### config.mk
export PLATFORM = sky130hd
export DESIGN_NAME = fadd_a1_core
export DESIGN_NICKNAME = d
export VERILOG_FILES = /design/src/rtl/fp32_pkg.sv /design/src/rtl/fadd_a1_lzc.sv /design/src/rtl/fadd_a1_core.sv
export SDC_FILE = /design/constraint.sdc
export NUM_CORES = 1
export LEC_CHECK = 0
export ABC_AREA = 1
export CORE_MARGIN = 3
export CORE_UTILIZATION = 54
export CTS_CLUSTER_SIZE = 28
export DETAILED_ROUTE_END_ITERATION = 12
export PLACE_DENSITY = 0.77
export RECOVER_POWER = 25
export SYNTH_ARGS = -nofsm -noshare
export SYNTH_HDL_FRONTEND = slang
export SYNTH_HIERARCHICAL = 1
export SYNTH_SLANG_ARGS = --single-unit
### constraint.sdc
create_clock -name clk -period 0.8 [get_ports clk]
set_input_delay 0.08 -clock clk [delete_from_list [all_inputs] [get_ports clk]]
set_output_delay 0.08 -clock clk [all_outputs]
set_load 0.1 [all_outputs]
### src/rtl/fp32_pkg.sv
// Shared binary32 definitions: format constants, field view and
// classification helpers used by the fp32 arithmetic units.
package fp32_pkg;

    localparam int          EXP_BIAS = 127;
    localparam int          EXP_MAX  = 255;
    localparam logic [31:0] QNAN     = 32'h7FC0_0000;
    localparam logic [31:0] POS_INF  = 32'h7F80_0000;
    localparam logic [31:0] NEG_INF  = 32'hFF80_0000;

    typedef struct packed {
        logic        sign;
        logic [7:0]  exp;
        logic [22:0] frac;
    } fp32_t;

    function automatic logic is_nan(fp32_t x);
        return (x.exp == 8'hFF) && (x.frac != 23'd0);
    endfunction

    function automatic logic is_inf(fp32_t x);
        return (x.exp == 8'hFF) && (x.frac == 23'd0);
    endfunction

    // Subnormals are flushed, so any zero exponent counts as zero.
    function automatic logic is_zero(fp32_t x);
        return x.exp == 8'd0;
    endfunction

endpackage

### src/rtl/fadd_a1_lzc.sv
// 27-bit leading-zero counter for post-subtraction normalisation.
module fadd_a1_lzc (
    input  logic [26:0] din,
    output logic [4:0]  cnt,
    output logic        all_zero
);

    logic found;

    // Scan from the MSB; count stops at the first set bit (27 when empty).
    always_comb begin
        cnt   = 5'd0;
        found = 1'b0;
        for (int i = 26; i >= 0; i--) begin
            if (!found) begin
                if (din[i]) found = 1'b1;
                else        cnt   = cnt + 5'd1;
            end
        end
        all_zero = ~found;
    end

endmodule

### src/rtl/fadd_a1_core.sv
// Single-cycle binary32 adder with a registered result. Subnormal inputs
// and outputs are flushed to signed zero; rounding is nearest-even.
module fadd_a1_core
    import fp32_pkg::*;
(
    input  logic        clk,
    input  logic        rst_n,
    input  logic        in_valid,
    input  logic [31:0] a,
    input  logic [31:0] b,
    output logic        out_valid,
    output logic [31:0] out
);

    fp32_t       op_a, op_b, op_x, op_y;
    logic [7:0]  exp_diff;
    logic [49:0] y_shift;
    logic [26:0] x_al, y_al;
    logic [27:0] sum;
    logic [26:0] diff, diff_norm;
    logic [4:0]  lzc_cnt;
    logic        diff_zero;
    logic        eff_sub;
    logic [26:0] m_norm;
    logic [9:0]  e_norm, e_rnd;
    logic        round_up;
    logic [24:0] mant_rnd;
    logic [22:0] frac_out;
    logic [31:0] res;
    logic [31:0] out_d, out_q;
    logic        out_valid_d, out_valid_q;

    assign op_a = a;
    assign op_b = b;

    fadd_a1_lzc u_lzc (
        .din      (diff),
        .cnt      (lzc_cnt),
        .all_zero (diff_zero)
    );

    // Swap to larger magnitude, align Y with guard/round/sticky, add or subtract.
    always_comb begin
        if ({op_a.exp, op_a.frac} >= {op_b.exp, op_b.frac}) begin
            op_x = op_a;
            op_y = op_b;
        end else begin
            op_x = op_b;
            op_y = op_a;
        end
        eff_sub  = op_x.sign ^ op_y.sign;
        exp_diff = op_x.exp - op_y.exp;
        y_shift  = {1'b1, op_y.frac, 26'd0} >> exp_diff;
        if (exp_diff >= 8'd26) y_al = 27'd1;
        else                   y_al = {y_shift[49:24], |y_shift[23:0]};
        x_al      = {1'b1, op_x.frac, 3'b000};
        sum       = {1'b0, x_al} + {1'b0, y_al};
        diff      = x_al - y_al;
        diff_norm = diff << lzc_cnt;
    end

    // Normalise, then round to nearest-even on the guard/round/sticky bits.
    always_comb begin
        if (!eff_sub) begin
            if (sum[27]) begin
                m_norm = {sum[27:2], |sum[1:0]};
                e_norm = {2'b00, op_x.exp} + 10'd1;
            end else begin
                m_norm = sum[26:0];
                e_norm = {2'b00, op_x.exp};
            end
        end else begin
            m_norm = diff_norm;
            e_norm = {2'b00, op_x.exp} - {5'd0, lzc_cnt};
        end
        round_up = m_norm[2] & (m_norm[1] | m_norm[0] | m_norm[3]);
        mant_rnd = {1'b0, m_norm[26:3]} + {24'd0, round_up};
        e_rnd    = e_norm + {9'd0, mant_rnd[24]};
        frac_out = mant_rnd[24] ? mant_rnd[23:1] : mant_rnd[22:0];
    end

    // Special-case priority mux in front of the arithmetic result.
    always_comb begin
        if (is_nan(op_a) || is_nan(op_b))
            res = QNAN;
        else if (is_inf(op_a) && is_inf(op_b) && (op_a.sign != op_b.sign))
            res = QNAN;
        else if (is_inf(op_a))
            res = op_a;
        else if (is_inf(op_b))
            res = op_b;
        else if (is_zero(op_a) && is_zero(op_b))
            res = {op_a.sign & op_b.sign, 31'd0};
        else if (is_zero(op_b))
            res = op_a;
        else if (is_zero(op_a))
            res = op_b;
        else if (eff_sub && diff_zero)
            res = 32'd0;
        else if (e_norm[9] || (e_norm == 10'd0))
            res = {op_x.sign, 31'd0};
        else if (e_rnd >= 10'(EXP_MAX))
            res = op_x.sign ? NEG_INF : POS_INF;
        else
            res = {op_x.sign, e_rnd[7:0], frac_out};
    end

    // Output holds unless a new valid operand pair arrives.
    always_comb begin
        out_valid_d = in_valid;
        out_d       = in_valid ? res : out_q;
    end

    // Result register, cleared asynchronously.
    always_ff @(posedge clk or negedge rst_n) begin
        if (!rst_n) begin
            out_q       <= 32'd0;
            out_valid_q <= 1'b0;
        end else begin
            out_q       <= out_d;
            out_valid_q <= out_valid_d;
        end
    end

    assign out       = out_q;
    assign out_valid = out_valid_q;

endmodule

==> results.cfg, run 1 <==
[run_status]
status = aborted with a tool error
stop_stage = global routing
run.stop_error = [ERROR GRT-0116] Global routing finished with congestion. Check the congestion regions in the DRC Viewer.

[floorplan]
die-width_microns = 173
initial_utilization_pct = 55.4
die_h_microns = 173
rows = 60
io_pins = 100

[grt]
global_route.usage.total_pct = 74.5
maximum_number_of_pins_on_one_net_before_global_route_repair = 39
grt_overflow = 163
vias_in_the_first_global_route = 31900
grt_pass1_wl_microns = 180000

[yosys]
synth_seq_cells = 33
synth_xor_xnor_area_share_pct = 3.76
distinct_cells_synth = 67
synth_top_family_by_area = simple AND/OR/NAND/NOR gates
synth.net_count = 3003
synth-adder-area-share_pct = 9.65
dominant_cells_by_area_after_synthesis = sky130_fd_sc_hd__nand2_1 (20%), sky130_fd_sc_hd__nand3_1 (15%), sky130_fd_sc_hd__ha_1 (9.4%)
synth.yosys.seq_area_share_pct = 5.48
synth_top_area_cell = sky130_fd_sc_hd__nand2_1
yosys_warnings = 6
post_synth_and_or_nand_nor_area_fraction_pct = 52.3
synthesis.area_sq_um = 15100
synthFlopType = sky130_fd_sc_hd__dfrtp_1
synth_compound_area_share_pct = 15.0
async_reset_ff_share_pct = 100
number_of_enable_type_register_cells_in_the_synthesized_netlist = 0
synth_top_area_share_pct = 20.0
synth.avg_cell_area_sq_um = 5.34
postSynthCellCount = 2821
post_synth_mux_area_share_pct = 0

[place]
dpl.hpwl_microns = 56800
post_dp_cell_area_sq_um = 22500
buffer_ports.inserted = 99
routabilityCongestion = 1.17

[clocking]
clockBufferDepth = 2
ctsRootBufferMaster = sky130_fd_sc_hd__clkbuf_16
tritoncts_num_sinks = 33
htree_levels = 2
cts_made_buffers = 5
metal layers:
metal,track usage (%),overflow
met5,17.0,0
met4,81.7,71
met3,56.9,5
met2,95.0,85
met1,70.6,2
synth_stat cells, types with 7 or more instances:
master,count
sky130_fd_sc_hd__nand2_1,802
sky130_fd_sc_hd__nand3_1,444
sky130_fd_sc_hd__inv_1,358
sky130_fd_sc_hd__nor2_1,207
sky130_fd_sc_hd__a21oi_1,141
sky130_fd_sc_hd__o21ai_0,130
sky130_fd_sc_hd__ha_1,113
sky130_fd_sc_hd__nand4_1,90
sky130_fd_sc_hd__clkbuf_1,53
sky130_fd_sc_hd__xor2_1,52
sky130_fd_sc_hd__buf_2,36
sky130_fd_sc_hd__dfrtp_1,33
sky130_fd_sc_hd__inv_2,29
sky130_fd_sc_hd__nor3_1,27
sky130_fd_sc_hd__o21ai_1,24
sky130_fd_sc_hd__buf_1,19
sky130_fd_sc_hd__o22ai_1,19
sky130_fd_sc_hd__nand2_2,18
sky130_fd_sc_hd__nor2_4,16
sky130_fd_sc_hd__nor2_2,14
sky130_fd_sc_hd__o31ai_1,13
sky130_fd_sc_hd__nand3_2,11
sky130_fd_sc_hd__nor2_8,11
sky130_fd_sc_hd__clkinv_1,9
sky130_fd_sc_hd__or2_2,9
sky130_fd_sc_hd__xnor2_1,9
sky130_fd_sc_hd__nor4_1,8
sky130_fd_sc_hd__o211ai_1,8
sky130_fd_sc_hd__o21a_1,8
sky130_fd_sc_hd__inv_4,7
per-stage QoR:
stage	std cells	util [%]	setup slack [ns]
4_1_cts	4091	94.4	-16.31
3_3_place_gp	3930	82.8	-17.32
2_1_floorplan	2821	-	-15.96
3_5_place_dp	3930	82.8	-18.12
logic make-up after synthesis:
family                   Yosys count
AND/OR/NAND/NOR                 1693
buffers and inverters            521
AO/OA/AOI/OAI                    396
adder cells (fa/ha/maj)          115
XOR/XNOR                          63
flip-flops                        33
what timing repair did:
| item | 4_1_cts |
|---|---|
| setup endpoints to repair | 65 |
| pin swaps | 260 |
| cloned | 8 |
| setup buffers | 145 |
| resized for setup | 658 |
| hold buffers | 0 |
| endpoints found under the hold margin | 0 |
==> run 2, diff against run 1 <==
CORE_UTILIZATION = 39   (was 54)
CTS_CLUSTER_SIZE = unset   (was 28)
PLACE_DENSITY = unset   (was 0.77)
PLACE_DENSITY_LB_ADDON = 0.15   (was unset)
==> results.cfg, run 2 <==
[clocking]
clockBufferDepth = 2
ctsRootBufferMaster = sky130_fd_sc_hd__clkbuf_16
cts_made_buffers = 5
tritoncts_num_sinks = 33
clock_insertion_delay_worst_skew_ns = 0.28
cts_tree = done
cts_hold_buffers = 0
htree_levels = 2
clock_input_transition_at_the_sequential_cells_of_the_worst_setup_and_hold_paths_ns = 0.06

[final_layout]
mostFrequentLayoutCell = sky130_fd_sc_hd__buf_4
layout_common_cells = sky130_fd_sc_hd__buf_4 (943), sky130_fd_sc_hd__nand2_1 (699), sky130_fd_sc_hd__nand3_1 (372)
number_of_flip_flops_in_the_largest_register = 32
layout.cell_area.non_filler_sq_um = 26500
num-fill-cells = 3341
antenna-diode-count = 0
layout-drive-gt1-share_pct = 41.9
utilization_pct = 70.0
syn_to_final_growth_pct = 75.7
nets = 3971

[setup_path]
setup_crit_end_kind = flip-flop
crit_buf_inv = 76
critical_path.top_delay_family = buffers and inverters
cp_data_arrival_time_ns = 18.26
required_time_reported_for_the_critical_path_endpoint_ns = 0.96
crit_path_max_fanout = 7
worstSetupStartpointType = input pin
cpMostUsedCell = sky130_fd_sc_hd__buf_4
worst-setup-path-type = in2reg
timing.critical_path.slowest_stage_cell = sky130_fd_sc_hd__clkdlybuf4s50_1
cpPeakStageDelay_ns = 0.47

[power]
power.net_switching_mw = 31.7
power_frac_clock_pct = 4.0
p_comb_share_pct = 90.4
power_report.internal_total_mw = 26.1
power.leakage_nw = 14.2
power.sequential.fraction_pct = 5.6
max-vdd-ir-drop_mv = 1.99
power_density_nw_per_um2 = 2180
p_sw_share_pct = 54.8

[detailed_routing]
wl_per_cell_microns = 18.4
drtAntennaViolNets = 0
vias = 23500
drtPass1Iterations = 8
initial_drc_count = 2334
postRouteWirelength_microns = 79200
drt_drc_violations_left = 0
vias_per_cell = 5.47

[place]
place_worst_setup_slack_ns = -18.32
dpl.hpwl_microns = 61600
routabilityCongestion = 1.03
buffer_ports.inserted = 99
post_dp_cell_area_sq_um = 23100

[sta]
layout_min_cycle_time_ns = 18.10
max_slew.worst_pin.slew_ns = 0.714
slew-limit-headroom_pct = 51.9
setup_violations_final = 65
max_clock_freq_mhz = 55.2
timing.clock.skew_ns = 0
timing_hold_violations_final = 0
setup_slack_ns = -17.30
unrepaired_setup_endpoints_after_global_routing = yes
finalCritPeriodShare_pct = 2260
final_max_tran_viols = 0

[yosys]
synthFlopType = sky130_fd_sc_hd__dfrtp_1
synth_seq_cells = 33
synth_top_area_share_pct = 20.0
yosys_warnings = 6
distinct_cells_synth = 67
synth.yosys.seq_area_share_pct = 5.48
synth.most_common_cell = sky130_fd_sc_hd__nand2_1
number_of_enable_type_register_cells_in_the_synthesized_netlist = 0
synth_top_area_cell = sky130_fd_sc_hd__nand2_1
synth.net_count = 3003
synthesis.area_sq_um = 15100
postSynthCellCount = 2821
dominant_cells_by_area_after_synthesis = sky130_fd_sc_hd__nand2_1 (20%), sky130_fd_sc_hd__nand3_1 (15%), sky130_fd_sc_hd__ha_1 (9.4%)
netlist_top_cells_count = sky130_fd_sc_hd__nand2_1 (802), sky130_fd_sc_hd__nand3_1 (444), sky130_fd_sc_hd__inv_1 (358), sky130_fd_sc_hd__nor2_1 (207), sky130_fd_sc_hd__a21oi_1 (141)
synth.avg_cell_area_sq_um = 5.34
async_reset_ff_share_pct = 100

[floorplan]
rows = 71
die-width_microns = 203
core-area_sq_um = 37800
io_pins = 100
design.die.area_sq_um = 41000
initial_utilization_pct = 39.8
die_h_microns = 203

[grt]
grt_pass1_wl_microns = 118000
grt_overflow = 0
maximum_number_of_pins_on_one_net_before_global_route_repair = 41
global_route.usage.total_pct = 35.4
vias_in_the_first_global_route = 22200
grt_antenna_before_repair = 0

[run]
maxCapViolations = 0

[worst_hold_path]
timing.hold.worst.class = in2async

[run_status]
status = complete, but fails checks
failed_checks = setup timing
## run 2: metrics by stage
stage	setup TNS [ns]	power, mW	hold slack [ns]	instances
floorplan	-497.65	26.9	-0.216	2821
global placement	-562.09	47.3	0.473	4124
detailed placement	-573.64	47.6	0.469	4124
CTS	-543.53	52.8	0.175	4244
global route	-580.17	61.3	0.360	4301
finish	-551.51	57.8	0.314	4301
## run 2: layout make-up
type | count | area [sq um] | share of cell area (%)
multi-input combinational | 2269 | 14200 | 53.7
timing repair buffer | 1075 | 9020 | 34.1
inverter | 404 | 1560 | 5.90
sequential | 33 | 866 | 3.27
tap | 511 | 639 | 2.42
clock buffer | 6 | 139 | 0.525
clock inverter | 2 | 37.5 | 0.142
timing repair inverter | 1 | 6.26 | 0.0236
## run 2: routing by layer
layer | global-route usage, % | vias to the layer above | part of all wire [%]
met1 | 44.5 | 10900 | 40
li1 | - | 11300 | -
met3 | 3.85 | 302 | 6.5
met2 | 61.5 | 1063 | 47
met5 | 0 | - | 0
met4 | 15.0 | 0 | 5.8
## run 2: worst paths after layout
path / from / cells after the start / end / slack, ns
setup / recovery: b[9] / 149 / out[12] / -17.30
hold / removal: rst_n / 2 / out[24] / 0.31
setup reg to reg: out[24] / 2 / out[24] / 0.03
hold reg to reg: out[30] / 2 / out[30] / 0.53
max in group asynchronous: rst_n / 2 / out[31] / 0.12
min in group clk: b[6] / 6 / out[6] / 0.36
## run 2: cell families (layout without fill, tap and decap cells)
logic type / after synthesis / after routing / share of synthesized area, %
buffers and inverters: 521 / 1488 / 13.8
adders and majority gates: 115 / 115 / 9.65
DFF: 33 / 33 / 5.48
xor gates and xnor gates: 63 / 63 / 3.76
AOI/OAI and AO/OA: 396 / 396 / 15.0
and+or+nand+nor: 1693 / 1695 / 52.3
## run 2: power by group through the flow
stage / sequential (mW) / clock, mW / combinational (mW)
6_report: 3.24 / 2.32 / 52.2
5_1_grt: 3.27 / 2.39 / 55.6
3_3_place_gp: 3.25 / 0 / 44.0
4_1_cts: 3.23 / 2.30 / 47.2
3_5_place_dp: 3.22 / 0 / 44.4
2_1_floorplan: 6.98 / 0 / 19.9
## run 2: repair_timing
action,CTS,global route
setup endpoints to repair,65,65
cloned,3,1
setup buffers,109,57
pin swaps,66,180
gates resized for setup,126,372
## run 2: worst reg2reg max path, cell delays in order, from the launching register on
cell                      delay (ns)
sky130_fd_sc_hd__dfrtp_2        0.44
sky130_fd_sc_hd__o21ai_0        0.15
sky130_fd_sc_hd__inv_1          0.06
(Power assumes the default switching activity.)
==> run 3, diff against run 2 <==
==> constraint.sdc (replaced) <==
create_clock -name clk -period 0.8 [get_ports clk]
set_input_delay 0.08 -clock clk [delete_from_list [all_inputs] [get_ports clk]]
set_output_delay 0.08 -clock clk [all_outputs]
set_load 0.01 [all_outputs]
==> results.cfg, run 3 (same netlist as run 2, synthesis figures left out) <==
[run_status]
status = complete, but fails checks
failed_checks = setup timing

[setup_path]
crit_path_max_fanout = 9
worst_setup_path_startpoint = b[18]
cp_data_arrival_time_ns = 17.90
worstSetupStartpointType = input pin
setup_crit_end_kind = flip-flop
regToRegEndpoint = out[30]
required_time_reported_for_the_critical_path_endpoint_ns = 1.01
r2r_start = out[30]
worst-setup-path-type = in2reg
timing.critical_path.slowest_stage_cell = sky130_fd_sc_hd__or4_4
cpPeakStageDelay_ns = 0.52
critPathCapture = out[20]
cpMostUsedCell = sky130_fd_sc_hd__nand2_1
worstRegToRegCells = 2
setup.reg_to_reg.worst_slack_ns = 0.03

[detailed_routing]
drt_drc_violations_left = 0
wl_per_cell_microns = 17.6
drtAntennaViolNets = 0
vias = 22600
initial_drc_count = 1715
vias_per_cell = 5.35
drtPass1Iterations = 6
postRouteWirelength_microns = 74200

[final_layout]
mostFrequentLayoutCell = sky130_fd_sc_hd__buf_4
syn_to_final_growth_pct = 67.8
number_of_flip_flops_in_the_largest_register = 32
nets = 3883
layout_common_cells = sky130_fd_sc_hd__buf_4 (842), sky130_fd_sc_hd__nand2_1 (700), sky130_fd_sc_hd__nand3_1 (356)
antenna-diode-count = 0
layout-drive-gt1-share_pct = 41.7
num-fill-cells = 3548

[grt]
grt_overflow = 0
global_route.usage.total_pct = 33.4
vias_in_the_first_global_route = 21700
grt_antenna_before_repair = 1
grt_pass1_wl_microns = 112000
maximum_number_of_pins_on_one_net_before_global_route_repair = 50

[floorplan]
initial_utilization_pct = 39.8
die-width_microns = 203
design.die.area_sq_um = 41000
core-area_sq_um = 37800
io_pins = 100
rows = 71
die_h_microns = 203

[worst_hold_path]
timing.hold.worst.class = in2reg
hold-path-cell-count = 6

[power]
power_frac_clock_pct = 3.8
power.total_mw = 49.4
max-vdd-ir-drop_mv = 1.77
p_comb_share_pct = 90.5
power_report.internal_total_mw = 23.0
power_density_nw_per_um2 = 1950
power.sequential.fraction_pct = 5.7
power.leakage_nw = 13.3
power.net_switching_mw = 26.4
p_sw_share_pct = 53.5

[sta]
layout_min_cycle_time_ns = 17.69
unrepaired_setup_endpoints_after_global_routing = yes
finalCritPeriodShare_pct = 2210
timing_hold_violations_final = 0
max_slew.worst_pin.slew_ns = 0.698
slew-limit-headroom_pct = 53.0
max_clock_freq_mhz = 56.5
hold_slack_ns = 0.296
final_max_tran_viols = 0
timing.clock.skew_ns = 0
setup_slack_ns = -16.89
setup_violations_final = 65

[clocking]
clock_insertion_delay_worst_skew_ns = 0.28
cts_tree = done
clockBufferDepth = 2
cts_made_buffers = 5
ctsRootBufferMaster = sky130_fd_sc_hd__clkbuf_16
cts_hold_buffers = 0
tritoncts_num_sinks = 33
clock_input_transition_at_the_sequential_cells_of_the_worst_setup_and_hold_paths_ns = 0.06
htree_levels = 2

[place]
dpl.hpwl_microns = 60300
routabilityCongestion = 1.00
buffer_ports.inserted = 99

[run]
maxCapViolations = 0
run 3: cell types whose count changed in the layout (fill, tap and decap cells not counted), moves of 18 or more:
cell	previous run	this run
sky130_fd_sc_hd__clkbuf_2	2	47
sky130_fd_sc_hd__dfrtp_2	32	0
sky130_fd_sc_hd__dfrtp_1	1	33
sky130_fd_sc_hd__buf_4	943	842
sky130_fd_sc_hd__nand3_2	72	90
sky130_fd_sc_hd__dlymetal6s2s_1	58	8
sky130_fd_sc_hd__buf_12	44	16
sky130_fd_sc_hd__buf_2	0	31
run 3: metal layers:
| layer | up-vias | global-route usage (%) | part of all wire (%) |
|---|---|---|---|
| met5 | - | 0 | 0.015 |
| met4 | 2 | 10.7 | 4.1 |
| met3 | 179 | 2.74 | 5.9 |
| met2 | 828 | 60.8 | 49 |
| met1 | 10500 | 41.8 | 41 |
| li1 | 11100 | - | - |
run 3: layout make-up:
| type | count | area (sq um) | area share (%) |
|---|---|---|---|
| Timing Repair Buffer | 986 | 7640 | 30.2 |
| Timing Repair inverter | 1 | 6.26 | 0.0247 |
| Inverter | 404 | 1560 | 6.16 |
| Clock inverter | 2 | 10.0 | 0.0396 |
| Tap cell | 511 | 639 | 2.53 |
| Multi-Input combinational cell | 2270 | 14500 | 57.2 |
| Sequential cell | 33 | 826 | 3.27 |
| Clock buffer | 6 | 129 | 0.510 |
run 3: worst min-delay path by stage:
stage / from / slack (ns) / end
floorplan: rst_n / -0.22 / out[0]
global placement: out[17] / 0.46 / out[17]
detailed placement: rst_n / 0.47 / out[30]
CTS: rst_n / 0.18 / out[30]
global route: a[29] / 0.34 / out[29]
finish: b[7] / 0.30 / out[7]
run 3: stage by stage:
| step | setup TNS, ns | cells | area [sq um] | util, % | worst slack, ns |
|---|---|---|---|---|---|
| 2_1_floorplan | -497.35 | 2821 | 15500 | - | -15.96 |
| 3_3_place_gp | -571.08 | 4108 | 22700 | 59.9 | -18.03 |
| 6_report | -534.47 | 4213 | 25300 | 66.8 | -16.89 |
| 5_1_grt | -566.88 | 4213 | 25300 | 66.8 | -17.88 |
| 3_5_place_dp | -584.91 | 4108 | 22700 | 59.9 | -18.51 |
| 4_1_cts | -528.99 | 4168 | 23700 | 62.5 | -16.69 |
run 3: timing repair:
action                                  4_1_cts  5_1_grt
cloned                                        5        6
hold endpoints to repair                      0        0
endpoints found under the setup margin       65       65
resized for setup                           343      463
buffers inserted                             47       42
pin swaps                                    89      235
run 3: critical path, delay by kind of cell:
| kind | cells | cell delay [ns] |
|---|---|---|
| and+or+nand+nor | 77 | 7.87 |
| adders and majority gates | 19 | 4.55 |
| AOI/OAI and AO/OA | 20 | 2.58 |
| buffers and inverters | 30 | 2.43 |
| xor gates and xnor gates | 2 | 0.32 |
run 3: power by group through the flow:
stage / Combinational [mW] / Clock (mW) / Sequential, mW
floorplan: 19.9 / 0 / 2.85
global placement: 38.5 / 0 / 2.82
detailed placement: 38.9 / 0 / 2.82
CTS: 40.2 / 1.86 / 2.80
global route: 48.3 / 1.94 / 2.84
finish: 44.7 / 1.88 / 2.83
